$ cat src/rtl/fifo_stream_reader_pkg.sv
// fifo_stream_reader_pkg
// Shared types and default parameter values for the FIFO-to-stream reader.
// Contents:
//   state_t           - controller state encoding (IDLE, RUN)
//   DEF_WIDTH         - default data word width
//   DEF_LEN_WIDTH     - default burst-length field width
//   DEF_TIMEOUT       - default starvation limit in cycles
package fifo_stream_reader_pkg;

  typedef enum logic {
    IDLE = 1'b0,
    RUN  = 1'b1
  } state_t;

  localparam int DEF_WIDTH     = 8;
  localparam int DEF_LEN_WIDTH = 8;
  localparam int DEF_TIMEOUT   = 255;

endpackage

$ cat src/rtl/fifo_stream_reader_if.sv
// fifo_stream_reader_if
// Registered valid/ready stream carrying the words drained from the FIFO.
// Signals:
//   m_valid_o  master -> slave  word present
//   m_ready_i  slave  -> master consumer accepts the word
//   m_data_o   master -> slave  data word (WIDTH bits)
//   m_last_o   master -> slave  final word of a burst, qualified by m_valid_o
// Modports: master (the reader), slave (the consumer).
interface fifo_stream_reader_if
  import fifo_stream_reader_pkg::*;
#(
  parameter int WIDTH = DEF_WIDTH
);

  logic             m_valid_o;
  logic             m_ready_i;
  logic [WIDTH-1:0] m_data_o;
  logic             m_last_o;

  modport master (
    output m_valid_o,
    output m_data_o,
    output m_last_o,
    input  m_ready_i
  );

  modport slave (
    input  m_valid_o,
    input  m_data_o,
    input  m_last_o,
    output m_ready_i
  );

endinterface

$ cat src/rtl/fifo_stream_reader.sv
// fifo_stream_reader
// Drains a first-word-fall-through FIFO read port into a registered
// valid/ready stream, one burst of len_i words per start command. The final
// word carries m_last_o and done_o pulses once it has been accepted.
//
// Ports:
//   clk_i           rising-edge clock
//   rst_i           synchronous active-high reset
//   start_i, len_i  burst command, sampled only in IDLE
//   busy_o          high while a burst is running
//   done_o          one-cycle completion pulse
//   err_o           one-cycle starvation-timeout pulse
//   fifo_rd_en_o    FIFO pop (combinational)
//   fifo_rd_data_i  FIFO head word
//   fifo_empty_i    FIFO empty flag
//   m_if            output stream (master modport)
//
// Optional feature: define FIFO_STREAM_READER_TIMEOUT_EN to abandon a burst
// after TIMEOUT starved cycles. Without it err_o is tied low and a burst
// waits on the FIFO indefinitely.
//
// state | meaning
// ------+----------------------------------------------------------
// IDLE  | waiting for start_i; output register empty
// RUN   | popping words until rem reaches 0 and the last word drains
module fifo_stream_reader
  import fifo_stream_reader_pkg::*;
#(
  parameter int WIDTH     = DEF_WIDTH,
  parameter int LEN_WIDTH = DEF_LEN_WIDTH,
  parameter int TIMEOUT   = DEF_TIMEOUT
) (
  input  logic                 clk_i,
  input  logic                 rst_i,
  input  logic                 start_i,
  input  logic [LEN_WIDTH-1:0] len_i,
  output logic                 busy_o,
  output logic                 done_o,
  output logic                 err_o,
  output logic                 fifo_rd_en_o,
  input  logic [WIDTH-1:0]     fifo_rd_data_i,
  input  logic                 fifo_empty_i,
  fifo_stream_reader_if.master m_if
);

  state_t               state_q;
  state_t               state_d;
  logic [LEN_WIDTH-1:0] rem_q;
  logic                 done_q;
  logic                 m_valid_q;
  logic                 m_last_q;
  logic [WIDTH-1:0]     m_data_q;

  logic pop;
  logic hs;
  logic last_hs;
  logic abort;

  // Pop only when the output register is free or being emptied this cycle;
  // never while the FIFO reports empty.
  assign pop = (state_q == RUN) && (rem_q != '0) && !fifo_empty_i &&
               (!m_valid_q || m_if.m_ready_i);
  assign hs      = m_valid_q && m_if.m_ready_i;
  assign last_hs = hs && m_last_q;

`ifdef FIFO_STREAM_READER_TIMEOUT_EN
  // Counter only needs to reach TIMEOUT-1; the abort fires on the cycle
  // that would make it TIMEOUT.
  localparam int CNT_W = (TIMEOUT > 1) ? $clog2(TIMEOUT) : 1;

  logic [CNT_W-1:0] starve_q;
  logic             starve;
  logic             err_q;

  // A word sitting in the output register is the consumer's problem, not
  // starvation, so m_valid_q blocks the count.
  assign starve = (state_q == RUN) && (rem_q != '0) && fifo_empty_i && !m_valid_q;
  assign abort  = starve && (starve_q == CNT_W'(TIMEOUT - 1));

  always_ff @(posedge clk_i) begin
    if (rst_i) begin
      starve_q <= '0;
      err_q    <= 1'b0;
    end else begin
      err_q <= abort;
      if ((state_q != RUN) || pop || abort) begin
        starve_q <= '0;
      end else if (starve) begin
        starve_q <= starve_q + 1'b1;
      end
    end
  end

  assign err_o = err_q;
`else
  assign abort = 1'b0;
  assign err_o = 1'b0;
`endif

  // State register
  always_ff @(posedge clk_i) begin
    if (rst_i) begin
      state_q <= IDLE;
    end else begin
      state_q <= state_d;
    end
  end

  // Next-state logic
  always_comb begin
    state_d = state_q;
    case (state_q)
      IDLE: begin
        if (start_i && (len_i != '0)) begin
          state_d = RUN;
        end
      end
      RUN: begin
        if (last_hs || abort) begin
          state_d = IDLE;
        end
      end
      default: state_d = IDLE;
    endcase
  end

  // Outputs
  always_comb begin
    busy_o       = (state_q == RUN);
    done_o       = done_q;
    fifo_rd_en_o = pop;
  end

  assign m_if.m_valid_o = m_valid_q;
  assign m_if.m_data_o  = m_data_q;
  assign m_if.m_last_o  = m_last_q;

  // Remaining-word counter, completion pulse and output register
  always_ff @(posedge clk_i) begin
    if (rst_i) begin
      rem_q     <= '0;
      done_q    <= 1'b0;
      m_valid_q <= 1'b0;
      m_last_q  <= 1'b0;
      m_data_q  <= '0;
    end else begin
      done_q <= ((state_q == IDLE) && start_i && (len_i == '0)) || last_hs || abort;

      if ((state_q == IDLE) && start_i) begin
        rem_q <= len_i;
      end else if (abort) begin
        rem_q <= '0;
      end else if (pop) begin
        rem_q <= rem_q - 1'b1;
      end

      if (pop) begin
        m_valid_q <= 1'b1;
        m_data_q  <= fifo_rd_data_i;
        m_last_q  <= (rem_q == LEN_WIDTH'(1));
      end else if (hs) begin
        m_valid_q <= 1'b0;
        m_last_q  <= 1'b0;
      end
    end
  end

endmodule

$ cat src/flat_wrapper.sv
// flat-port wrapper written by rule: the top's interface ports become plain ports
module fifo_stream_reader_flat import fifo_stream_reader_pkg::*;
#(
  parameter int WIDTH     = DEF_WIDTH,
  parameter int LEN_WIDTH = DEF_LEN_WIDTH,
  parameter int TIMEOUT   = DEF_TIMEOUT
)
  (clk_i, rst_i, start_i, len_i, busy_o, done_o, err_o, fifo_rd_en_o, fifo_rd_data_i, fifo_empty_i, m_if_m_valid_o, m_if_m_data_o, m_if_m_last_o, m_if_m_ready_i);
  fifo_stream_reader_if #(.WIDTH(WIDTH)) m_if_i ();
  input  logic clk_i;
  input  logic rst_i;
  input  logic start_i;
  input  logic [LEN_WIDTH-1:0] len_i;
  output logic busy_o;
  output logic done_o;
  output logic err_o;
  output logic fifo_rd_en_o;
  input  logic [WIDTH-1:0] fifo_rd_data_i;
  input  logic fifo_empty_i;
  output wire logic [$bits(m_if_i.m_valid_o)-1:0] m_if_m_valid_o;
  output wire logic [$bits(m_if_i.m_data_o)-1:0] m_if_m_data_o;
  output wire logic [$bits(m_if_i.m_last_o)-1:0] m_if_m_last_o;
  input wire logic [$bits(m_if_i.m_ready_i)-1:0] m_if_m_ready_i;
  assign m_if_m_valid_o = m_if_i.m_valid_o;
  assign m_if_m_data_o = m_if_i.m_data_o;
  assign m_if_m_last_o = m_if_i.m_last_o;
  assign m_if_i.m_ready_i = m_if_m_ready_i;
  fifo_stream_reader #(.WIDTH(WIDTH), .LEN_WIDTH(LEN_WIDTH), .TIMEOUT(TIMEOUT)) u_core (.clk_i(clk_i), .rst_i(rst_i), .start_i(start_i), .len_i(len_i), .busy_o(busy_o), .done_o(done_o), .err_o(err_o), .fifo_rd_en_o(fifo_rd_en_o), .fifo_rd_data_i(fifo_rd_data_i), .fifo_empty_i(fifo_empty_i), .m_if(m_if_i));
endmodule
$ cat config.mk
export PLATFORM = sky130hd
export DESIGN_NAME = fifo_stream_reader_flat
export DESIGN_NICKNAME = d
export VERILOG_FILES = /design/src/rtl/fifo_stream_reader_pkg.sv /design/src/rtl/fifo_stream_reader_if.sv /design/src/rtl/fifo_stream_reader.sv /design/src/flat_wrapper.sv
export SDC_FILE = /design/constraint.sdc
export NUM_CORES = 1
export LEC_CHECK = 0
export BUFFER_PORTS_ARGS = -buffer_cell sky130_fd_sc_hd__buf_4
export CAP_MARGIN = 15
export CORE_UTILIZATION = 35
export CTS_CLUSTER_DIAMETER = 40
export CTS_CLUSTER_SIZE = 30
export DETAILED_ROUTE_END_ITERATION = 6
export PLACE_DENSITY = 0.6
export SLEW_MARGIN = 5
export SYNTH_ARGS = -nofsm -noshare
export SYNTH_HDL_FRONTEND = slang
export SYNTH_SLANG_ARGS = --single-unit
export TNS_END_PERCENT = 50
$ cat constraint.sdc
create_clock -name clk_i -period 2.5 [get_ports clk_i]
set_clock_uncertainty 0.2 [all_clocks]
set_input_delay 0.5 -clock clk_i [delete_from_list [all_inputs] [get_ports clk_i]]
set_output_delay 0.5 -clock clk_i [all_outputs]
set_load 0.02 [all_outputs]
* Yosys cells after proc, flatten, opt, wreduce, memory -nomap -nowiden
Cells that the tools add are included. Widths: inputs -> output; s select.
Storage, ports and cells: bits in registers 20, logic and storage cells 34
Operators by class: reduce and logical (&&, ||, !) cells 17, equal/unequal tests 1, bitwise operators 1, muxes and demuxes 8, add/sub/neg operators 1
Operator list (count):
- $mux 8 | 2
- $reduce_bool 8->1 | 2
- $eq 8x1->1 const B | 1
- $logic_and 1x1->1 | 8
- $logic_not 8->1 | 1
- $sub 8x1->8 const B | 1
- $mux 1 | 5
- $reduce_bool 2->1 | 2
- $logic_not 1->1 | 2
- $logic_or 1x1->1 | 2
- $pmux 1 s2 | 1
- $not 1->1 | 1

* Longest topological paths before layout
depth in word-level cells 6, mapped depth 6, gate-level depth less buffers 6

* Worst setup path after synthesis
Ideal clock, no wire load.
path type input to output, start input port fifo_empty_i, end output port fifo_rd_en_o, buffers on the path 1, required time 1.800 ns, cell stages on the path 3, setup slack 0.358 ns, arrival time 1.442 ns, cell sequence nand2b_1 > a311oi_2 > buf_4
On the way: longest elaborated chain between the ends 3
RTL lines:
- start, declared | line flat_wrapper.sv:19 | input logic fifo_empty_i;
- $logic_not 1->1 | line fifo_stream_reader.sv:61 | assign pop = (state_q == RUN) && (rem_q != '0) && !fifo_empty_i &&
- $logic_and 1x1->1 (2 in series) | line fifo_stream_reader.sv:61
- end, declared | line flat_wrapper.sv:17 | output logic fifo_rd_en_o;
No other way between the ends.

* Worst setup path in the final report
start register u_core.rem_q[0], end output port fifo_rd_en_o
On the way: longest elaborated chain between the ends 4
RTL lines:
- start, declared | line fifo_stream_reader.sv:48 | logic [LEN_WIDTH-1:0] rem_q;
- start signal, assigned | line fifo_stream_reader.sv:150 | rem_q <= len_i;
- start signal, assigned | line fifo_stream_reader.sv:154 | rem_q <= rem_q - 1'b1;
- $reduce_bool 8->1 | line fifo_stream_reader.sv:61
- $logic_and 1x1->1 (3 in series) | line fifo_stream_reader.sv:61
No other way between the ends.

==> summary.md <==
| Metric | Value |
|---|---|
| CTS H-Tree Depth | 1 |
| Initial antenna violation count | 0 |
| Hold Crit Endpoint | u_core.m_if.m_data_o[1] |
| Vias | 950 |
| Worst hold-check path type | primary input to flop |
| Largest net degree at the start of global routing | 21 |
| Clock root cell | clkbuf_4 |
| Syn Nets | 139 |
| Final Hold Fails | 0 |
| Placer congestion estimate | 0.773 |
| Clock Latency Late Sink | 0.32 ns |
| YS warnings | 0 |
| Status | complete, no violations |
| Max-cap violations | 0 |
| Setup violations, final | 0 |
| Sequential element share of the synthesized area | 40.0% |
| Placed cell area | 0.00128 sq mm |
| R2R setup slack | 0.46 ns |
| Worst rel slew slack | 64.8% |
| Multi-input gate area | 567 sq um |
| Cell leakage power | 0.547 nW |
| Hold depth | 3 |
| Fillers | 258 |
| Synth cell types | 37 |
| Number of global-route vias before repair | between 800 and 900 |
| DP HPWL | 1780 microns |
| Initial Util | 36.6% |
| Finished layout cell area | 0.00134 sq mm |
| Yosys reg bits | 20 |
| # IOs | 35 |
| First-pass GRT wire length | 4000 microns |
| Overall Global Routing Usage | 16.4% |
| Fin crit share | 94.6% |
| Critical path capture point type | primary output |
| Average routed wire per standard cell | 13.1 microns |
| CP cell instances | inv_1, ha_1, a311oi_4, buf_4 |
| Worst reg2reg endpoint | u_core.rem_q[4] |
| Max clock buf depth | 2 |
| Total Neg Setup Slack | 0 ns |
| Die H | 55.5 microns |
| DIE AREA | 0.00308 sq mm |
| CORE AREA | 0.00273 sq mm |
| Crit path max fanout | 6 |
| Cts hold-fix bufs | 0 |
| FP Rows | 19 |
| 1st-iter DRT viols | 18 |
| Mapped Area | 0.00100 sq mm |
| Worst reg2reg path depth | 6 |
| Slowest CP cell | dfxtp_1 |
| Routed WL | 2350 microns |
| Hold Startpoint | fifo_rd_data_i[1] |
| Max-slew violations | 0 |
| Crit path launch type | flop |
| Cell count after synthesis | about 120 |
| RR Startpoint | u_core.rem_q[0] |
| Total CTS buffers | 3 |
| Min Tclk post-route | about 2.4 ns |
| Fin Hold WS | 0.218 ns |
| Reg clk slew, reported paths | 0.13 ns |
| Nets | roughly 170 |
| Clock tree from TritonCTS | done |
| Total clock sinks | 20 |
| Post-CTS Setup Inserts | 0 |
| Aggregate global routing overflow | 0 |
| Crit Path Class | flop to primary output |
| Mean Syn Cell Area | 8.70 sq um |
| Peak supply drop | 0.000645 V |
| Pre-antenna DRT Iters | 4 |
| # port buffers | 33 |
| RSZ-0062 raised after global routing | no |
| Fmax | 423 MHz |
| Post-DRT Antenna Nets | 0 |
| Worst path arrival time | 1.67 ns |
| Area Overhead vs Synth | 34.3% |
| Vias per cell | 5.28 |
| Slowest Stage Delay on Critical Path | roughly 0.44 ns |
| Area occupied by registers | approximately 400 sq um |
| PD cells | 605 mW/mm^2 |
| Share of cells above drive strength 1 | 29.5% |
| Ant diodes | 0 |
| Slew @ Worst Pin | 0.523 ns |
| Worst path required time | 1.80 ns |
| Die outline width | 55.5 microns |
| DRC violations left | 0 |
-- Yosys cell counts --
master / instances / area (sq um)
ha_1: 3 / 37.5
mux2i_1: 8 / 80.1
nand3_1: 3 / 15.0
and4_1: 1 / 8.76
inv_1: 4 / 15.0
mux2_2: 1 / 11.3
a311oi_1: 2 / 17.5
buf_4: 2 / 15.0
a21oi_1: 8 / 40.0
or3_1: 4 / 25.0
and3_1: 2 / 12.5
a31oi_1: 3 / 18.8
nor3b_1: 1 / 7.51
o21ai_0: 1 / 5.00
o21bai_1: 1 / 7.51
a211oi_1: 1 / 7.51
a2bb2oi_1: 1 / 8.76
or4_1: 2 / 15.0
nand2b_1: 3 / 18.8
nand4_1: 1 / 6.26
nor2_1: 13 / 48.8
nand2_1: 9 / 33.8
nor3_1: 1 / 5.00
conb_1: 1 / 3.75
nor2b_1: 3 / 18.8
a22oi_1: 1 / 7.51
a311oi_2: 1 / 15.0
nor4_2: 1 / 12.5
or2_0: 1 / 6.26
o311ai_0: 2 / 17.5
nor4_1: 2 / 12.5
buf_1: 1 / 3.75
o211ai_1: 2 / 15.0
clkbuf_1: 3 / 11.3
a31o_2: 1 / 8.76
o21a_1: 1 / 7.51
dfxtp_1: 20 / 400
-- registers in the layout, summed over array words and instances (netlist names) --
signal / flops
u_core.m_if.m_data_o: 8
u_core.rem_q: 8
u_core.busy_o: 1
u_core.done_o: 1
u_core.m_if.m_last_o: 1
u_core.m_if.m_valid_o: 1
-- worst max-delay path by stage --
| stage | to | cells after the start | start |
|---|---|---|---|
| 6_report | fifo_rd_en_o | 4 | u_core.rem_q[0] |
| 5_1_grt | fifo_rd_en_o | 4 | u_core.rem_q[0] |
| 4_1_cts | fifo_rd_en_o | 4 | u_core.rem_q[0] |
| 3_5_place_dp | fifo_rd_en_o | 4 | fifo_empty_i |
| 3_3_place_gp | fifo_rd_en_o | 4 | fifo_empty_i |
| 2_1_floorplan | fifo_rd_en_o | 3 | fifo_empty_i |
-- cell type report --
type                            count  area share (%)
Tap cell                           31            2.89
Inverter                            4            1.12
Clock inverter                      1            2.23
Sequential cell                    20            29.8
Timing Repair Buffer               36            20.1
Multi-Input combinational cell     85            42.2
Clock buffer                        3            1.68
-- cells in the final DEF (no fill, tap or decap), types with 4 or more instances in the layout --
cell type | synthesis | layout
dfxtp_1 | 20 | 20
or3_1 | 4 | 4
buf_4 | 2 | 36
mux2i_1 | 8 | 8
inv_1 | 4 | 4
nand2_1 | 9 | 9
nor2_1 | 13 | 13
a21oi_1 | 8 | 8
-- worst max-delay path, delay by kind of cell, from the launching register on --
family          cells  cell delay, ns
fa+ha+maj           1            0.28
buf+inv             2            0.30
flops               1            0.44
compound gates      1            0.33
-- repair_timing --
item / CTS / global route
gates resized for setup: 0 / 1
endpoints found under the hold margin: 0 / 0
setup endpoints to repair: 0 / 1
-- cells by family (layout without fill, tap and decap cells) --
kind of cell / count (synthesis) / in the layout / share of synthesized area, %
AND/OR/NAND/NOR: 47 / 47 / 24.6
adder cells (fa/ha/maj): 3 / 3 / 3.75
buffers and inverters: 10 / 44 / 4.50
AO/OA/AOI/OAI: 25 / 25 / 17.6
flip-flops: 20 / 20 / 40.0
multiplexers: 9 / 9 / 9.13
other: 1 / 1 / 0.375
-- metal layers --
layer,up-vias,global-route usage (%),routed length [microns]
met1,431,20.1,1020
met2,29,27.9,1160
li1,486,-,-
met3,4,5.15,137
met5,-,0,0
met4,0,4.29,25
-- metrics by stage --
step | setup slack, ns | power, W | cells | utilization [%]
3_3_place_gp | 0.407 | 0.000538 | 176 | 46.8
6_report | 0.134 | 0.000813 | 180 | 49.2
5_1_grt | 0.0404 | 0.000851 | 180 | 49.2
3_5_place_dp | 0.395 | 0.000541 | 176 | 46.8
2_1_floorplan | 0.358 | 0.000474 | 115 | -
4_1_cts | 0.0692 | 0.000809 | 180 | 48.7
-- report_power, final --
| part | switching, W | internal (W) | total, W |
|---|---|---|---|
| clock network | 0.000111 | 0.000162 | 0.000273 |
| registers | 0.0000194 | 0.000339 | 0.000358 |
| logic | 0.0000953 | 0.0000861 | 0.000181 |
No activity file was read; power rests on OpenSTA's default activity.
